==> src/rtl/pe_pkg.sv <==
// Shared constants for the PE operand feeder: default datapath width and
// FSM state encodings.
package pe_pkg;

   localparam int PE_DATA_W = 16;

   localparam logic [2:0] ST_IDLE   = 3'd0;
   localparam logic [2:0] ST_CLEAR  = 3'd1;
   localparam logic [2:0] ST_STREAM = 3'd2;
   localparam logic [2:0] ST_DRAIN  = 3'd3;
   localparam logic [2:0] ST_DONE   = 3'd4;

endpackage

==> src/rtl/pe_pair_rf.sv <==
// Register file of (ifmap, filter) operand pairs: one write port, one
// combinational read port, asynchronously cleared to zero.
module pe_pair_rf #(
   parameter int DATA_W = 16,
   parameter int DEPTH  = 8,
   parameter int ADDR_W = 3
) (
   input  logic              clk,
   input  logic              rst,
   input  logic              we_i,
   input  logic [ADDR_W-1:0] waddr_i,
   input  logic [DATA_W-1:0] wifmap_i,
   input  logic [DATA_W-1:0] wfilter_i,
   input  logic [ADDR_W-1:0] raddr_i,
   output logic [DATA_W-1:0] rifmap_o,
   output logic [DATA_W-1:0] rfilter_o
);

   logic [2*DATA_W-1:0] mem_q [DEPTH];

   always_ff @(posedge clk or negedge rst) begin
      if (!rst) begin
         for (int i = 0; i < DEPTH; i++) begin
            mem_q[i] <= '0;
         end
      end else if (we_i) begin
         mem_q[waddr_i] <= {wifmap_i, wfilter_i};
      end
   end

   assign rifmap_o  = mem_q[raddr_i][2*DATA_W-1:DATA_W];
   assign rfilter_o = mem_q[raddr_i][DATA_W-1:0];

endmodule

==> src/rtl/pe_feeder.sv <==
// Operand feeder for the pe MAC element: stores pairs, clears the PE, streams
// the pairs under pe_en and returns the accumulated psum over valid/ready.
module pe_feeder
   import pe_pkg::*;
#(
   parameter int DATA_W = PE_DATA_W,
   parameter int DEPTH  = 8,
   parameter int ADDR_W = 3
) (
   input  logic              clk,
   input  logic              rst,
   input  logic              wr_en,
   input  logic [ADDR_W-1:0] wr_addr,
   input  logic [DATA_W-1:0] wr_ifmap,
   input  logic [DATA_W-1:0] wr_filter,
   input  logic [ADDR_W:0]   len,
   input  logic              start,
   output logic              busy,
   output logic              pe_rst,
   output logic              pe_en,
   output logic [DATA_W-1:0] pe_ifmap,
   output logic [DATA_W-1:0] pe_filter,
   input  logic [DATA_W-1:0] pe_psum,
   output logic              res_valid,
   input  logic              res_ready,
   output logic [DATA_W-1:0] res_data
);

   logic [2:0]        state_q, state_d;
   logic [ADDR_W:0]   len_q, len_d;
   logic [ADDR_W:0]   idx_q, idx_d;
   logic              busy_q, busy_d;
   logic              pe_rst_q, pe_rst_d;
   logic              pe_en_q, pe_en_d;
   logic [DATA_W-1:0] pe_ifmap_q, pe_ifmap_d;
   logic [DATA_W-1:0] pe_filter_q, pe_filter_d;
   logic              res_valid_q, res_valid_d;
   logic [DATA_W-1:0] res_data_q, res_data_d;

   logic              rf_we;
   logic [DATA_W-1:0] rd_ifmap, rd_filter;
   logic [ADDR_W:0]   len_clamped;

   function automatic logic [ADDR_W:0] clamp_len(input logic [ADDR_W:0] l);
      if (int'(l) > DEPTH) return (ADDR_W+1)'(DEPTH);
      return l;
   endfunction

   // Memory is frozen for the whole job, including DONE.
   assign rf_we       = wr_en && (state_q == ST_IDLE);
   assign len_clamped = clamp_len(len);

   pe_pair_rf #(
      .DATA_W (DATA_W),
      .DEPTH  (DEPTH),
      .ADDR_W (ADDR_W)
   ) u_rf (
      .clk       (clk),
      .rst       (rst),
      .we_i      (rf_we),
      .waddr_i   (wr_addr),
      .wifmap_i  (wr_ifmap),
      .wfilter_i (wr_filter),
      .raddr_i   (idx_q[ADDR_W-1:0]),
      .rifmap_o  (rd_ifmap),
      .rfilter_o (rd_filter)
   );

   // Outputs are decoded from the next state so each registered output lines
   // up with the state it belongs to.
   always_comb begin
      state_d     = state_q;
      len_d       = len_q;
      idx_d       = idx_q;
      pe_rst_d    = 1'b0;
      pe_en_d     = 1'b0;
      pe_ifmap_d  = '0;
      pe_filter_d = '0;
      res_valid_d = 1'b0;
      res_data_d  = res_data_q;
      case (state_q)
         ST_IDLE: begin
            if (start) begin
               len_d = len_clamped;
               idx_d = '0;
               if (len_clamped == '0) begin
                  state_d     = ST_DONE;
                  res_data_d  = '0;
                  res_valid_d = 1'b1;
               end else begin
                  state_d  = ST_CLEAR;
                  pe_rst_d = 1'b1;
               end
            end
         end
         ST_CLEAR, ST_STREAM: begin
            if (idx_q == len_q) begin
               state_d = ST_DRAIN;
            end else begin
               state_d     = ST_STREAM;
               pe_en_d     = 1'b1;
               pe_ifmap_d  = rd_ifmap;
               pe_filter_d = rd_filter;
               idx_d       = idx_q + {{ADDR_W{1'b0}}, 1'b1};
            end
         end
         ST_DRAIN: begin
            // The PE absorbed the last pair on the edge that entered DRAIN.
            state_d     = ST_DONE;
            res_data_d  = pe_psum;
            res_valid_d = 1'b1;
         end
         ST_DONE: begin
            if (res_ready) state_d = ST_IDLE;
            else res_valid_d = 1'b1;
         end
         default: state_d = ST_IDLE;
      endcase
      busy_d = (state_d != ST_IDLE);
   end

   always_ff @(posedge clk or negedge rst) begin
      if (!rst) begin
         state_q     <= ST_IDLE;
         len_q       <= '0;
         idx_q       <= '0;
         busy_q      <= 1'b0;
         pe_rst_q    <= 1'b1;
         pe_en_q     <= 1'b0;
         pe_ifmap_q  <= '0;
         pe_filter_q <= '0;
         res_valid_q <= 1'b0;
         res_data_q  <= '0;
      end else begin
         state_q     <= state_d;
         len_q       <= len_d;
         idx_q       <= idx_d;
         busy_q      <= busy_d;
         pe_rst_q    <= pe_rst_d;
         pe_en_q     <= pe_en_d;
         pe_ifmap_q  <= pe_ifmap_d;
         pe_filter_q <= pe_filter_d;
         res_valid_q <= res_valid_d;
         res_data_q  <= res_data_d;
      end
   end

   assign busy      = busy_q;
   assign pe_rst    = pe_rst_q;
   assign pe_en     = pe_en_q;
   assign pe_ifmap  = pe_ifmap_q;
   assign pe_filter = pe_filter_q;
   assign res_valid = res_valid_q;
   assign res_data  = res_data_q;

endmodule

==> config.mk <==
export PLATFORM = sky130hd
export DESIGN_NAME = pe_feeder
export DESIGN_NICKNAME = d
export VERILOG_FILES = /design/src/rtl/pe_pkg.sv /design/src/rtl/pe_pair_rf.sv /design/src/rtl/pe_feeder.sv
export SDC_FILE = /design/constraint.sdc
export NUM_CORES = 1
export LEC_CHECK = 0
export CORE_AREA = 2 2 151 153
export CTS_CLUSTER_DIAMETER = 80
export CTS_CLUSTER_SIZE = 12
export DETAILED_ROUTE_END_ITERATION = 12
export DIE_AREA = 0 0 153 155
export PLACE_DENSITY = 0.89
export SETUP_SLACK_MARGIN = 0.4
export SLEW_MARGIN = 20
export SYNTH_ARGS = -nofsm -noshare
export SYNTH_HDL_FRONTEND = slang
export SYNTH_SLANG_ARGS = --single-unit
==> constraint.sdc <==
create_clock -name clk -period 3.1 [get_ports clk]
set_input_delay 0.62 -clock clk [delete_from_list [all_inputs] [get_ports clk]]
set_output_delay 0.62 -clock clk [all_outputs]
set_load 0.005 [all_outputs]
==> metrics.cfg <==
[clock_network]
clk_pin_slew_ns = 0.06
cts_buffers = 30
ctsHoldBuffers = 0
cts_root_buf = clkbuf_16
clockBufferDepth = 3
postCtsSetupBuffers = 0
clock_sinks = 319
htree_levels = 1
cts_tree = done
post_cts_resized = 0
clock_latency_ns = 0.55

[routing]
drc = 0
ant_nets = 0
viasPerCell = 6.03
wire_per_inst_um = 21.7
vias = 7676
drt-initial-drc-count = 334
wl_um = 27500
drt_first_pass_iters = 4

[timing]
finalClockSkew_ns = 0.00829
setup_tns_ns = 0
rsz0062_at_grt = no
worst_slack_ns = 0.938
max_freq_mhz = 462
slew_headroom_pct = 49.7
setup_viol = 0
min_period_ns = 2.16
hold_viol_final = 0
worst_slew_pin_slew_ns = 0.754
period_share_pct = 69.8
drv_slew = 0

[final_layout]
area_growth_pct = 16.2
post-route-cell-area_mm2 = 0.0160
layout.nets = 1037
nFillCells = 1353
finalNonFillerCells = 1272
drive_gt1_share_pct = 38.8
n_antenna_cell = 0

[critical_path]
critPathArrivalTime_ns = 1.54
crit_fanout = 1
timing.critical_path.cells = clkdlybuf4s50_1
cp-start-kind = register
reg2reg_depth = 5
worst_path_largest_cell_delay_ns = 0.52
critPathKind = reg2out
required_ns = 2.48
cp.buffers_inverters = 1
slowest_stage = dfstp_2
end_kind = output port
cp_top_family = flip-flops
worstSetupPathDepth = 1

[placed_design]
place_congestion = 0.732
place_worst_setup_slack_ns = 0.497
post_dp_cell_area_mm2 = 0.0152
io_buffer_count = 111
post-dp-hpwl_um = 16200
dpl.cell_count = 1229

[synth]
syn_inst = 865
synth-edff-count = 0
synth.net_count = 926
synth_adder_area_share_pct = 0.0908
synth_top_area_share_pct = 57.7
synthFlopType = dfrtp_1
synth_compound_area_share_pct = 0.880
yosysUniqueCellTypes = 37
async_reset_ff_share_pct = 100
netlist_area_mm2 = 0.0138
synthXorXnorAreaFrac_pct = 0.318
yosys.area.top_type = dfrtp_1
ys_ff_latch = 319
seq_area_frac_synth_pct = 57.9
syn_area_per_cell_um2 = 15.9
synth_area_leaders = dfrtp_1, mux2_2, mux4_2
synthSimpleGateAreaFrac_pct = 3.75
synth_top_family_by_area = multiplexers
yosys_warnings = 0
synthTopCellsByCount = dfrtp_1, mux2_2, mux4_2, nand2_1
synth.most_common_cell = dfrtp_1
synthMuxAreaShare_pct = 34.1

[job]
maxCapViolations = 0

[global_route]
antenna_found_initial = 0
grt_pass1_vias = 8223
grt_max_degree = 82
grt_pass1_wl_um = 45400
grt_overflow = 0
track_usage_pct = 24.2

[die]
io_pins = 112
floorplan.initialDensity_pct = 62.0
die_w_um = 153
core_area_mm2 = 0.0222
die_h_um = 155
num_rows = 55
die-area_mm2 = 0.0237

[power]
power.leakage_uw = 0.00693
vdd_drop_max_v = 0.000531
p_total_uw = 16000
powerDensity_mw_per_mm2 = 996

[status]
status = finished clean

[worst_hold_path]
hold_class = in2async

## report_power, final
| group | switching (uW) | internal [uW] |
|---|---|---|
| logic | 2260 | 3390 |
| clock network | 1440 | 1800 |
| registers | 1010 | 6060 |
| total | 4710 | 11200 |
## layer usage
layer,track usage [%],wire length [um]
met5,0,0
met3,3.23,1000
met1,34.7,12400
met2,39.9,13600
met4,6.44,542
## layout make-up
class                      instances  area, um^2  share of cell area, %
clock inverter                     1        7.51                 0.0469
tap                              285         357                   2.23
sequential                       319        7990                   49.9
timing repair buffer             134        1430                   8.90
clock buffer                      42         817                   5.10
inverter                           3        11.3                 0.0703
multi-input combinational        488        5410                   33.8
## through the flow
stage | util, % | hold WS (ns)
6_report | 72.1 | 0.0427
5_1_grt | 72.1 | 0.0972
4_1_cts | 72.1 | 0.0836
3_5_place_dp | 68.3 | 0.472
3_3_place_gp | 68.3 | 0.465
2_1_floorplan | - | 0.324
## final timing paths
check	start	end	slack, ns
setup reg to reg	state_q[2]$_DFF_PN0_	u_rf.mem_q[170]$_DFFE_PN0P_	0.99
max in group asynchronous	rst	u_rf.mem_q[146]$_DFFE_PN0P_	2.21
hold / removal	rst	res_data[9]$_DFFE_PN0P_	0.04
hold reg to reg	u_rf.mem_q[169]$_DFFE_PN0P_	u_rf.mem_q[169]$_DFFE_PN0P_	0.48
min in group clk	u_rf.mem_q[169]$_DFFE_PN0P_	u_rf.mem_q[169]$_DFFE_PN0P_	0.48
setup / recovery	pe_rst$_DFF_PN1_	pe_rst	0.94
## registers in the layout (all words and copies together) (netlist names), 3 cells and up
signal      flops
res_data       16
len_q           4
pe_filter      16
state_q         3
u_rf.mem_q    256
pe_ifmap       16
idx_q           4
## layout by cell type, fill, tap and decap left out, types with 2 or more instances in the layout
cell type	instances
dfrtp_1	315
o21ai_0	18
nor2_1	35
mux2_2	246
clkbuf_16	31
xnor2_1	5
clkbuf_1	11
mux2i_1	36
mux2_1	12
nand2b_1	3
nor3b_4	2
buf_12	11
a211o_1	2
nor2_2	2
dfrtp_2	2
buf_4	12
inv_1	3
nand2_1	43
clkdlybuf4s50_1	110
nand3b_2	2
mux4_2	64
nand3_1	2
## cells by family (layout without fill, tap and decap cells)
kind of cell               count (synthesis)  after routing
muxes                                    358            358
DFF                                      319            319
and+or+nand+nor                          102            102
buffers and inverters                     58            180
AOI/OAI and AO/OA                         22             22
xor gates and xnor gates                   5              5
adders and majority gates                  1              1
## worst reg2reg max path, cell delays in order (launching register included)
cell,delay (ns)
dfrtp_1,0.49
nor4b_4,0.43
nand2b_4,0.15
nor3b_4,0.25
buf_12,0.28
mux2_2,0.40
No activity file was read; power rests on OpenSTA's default activity.
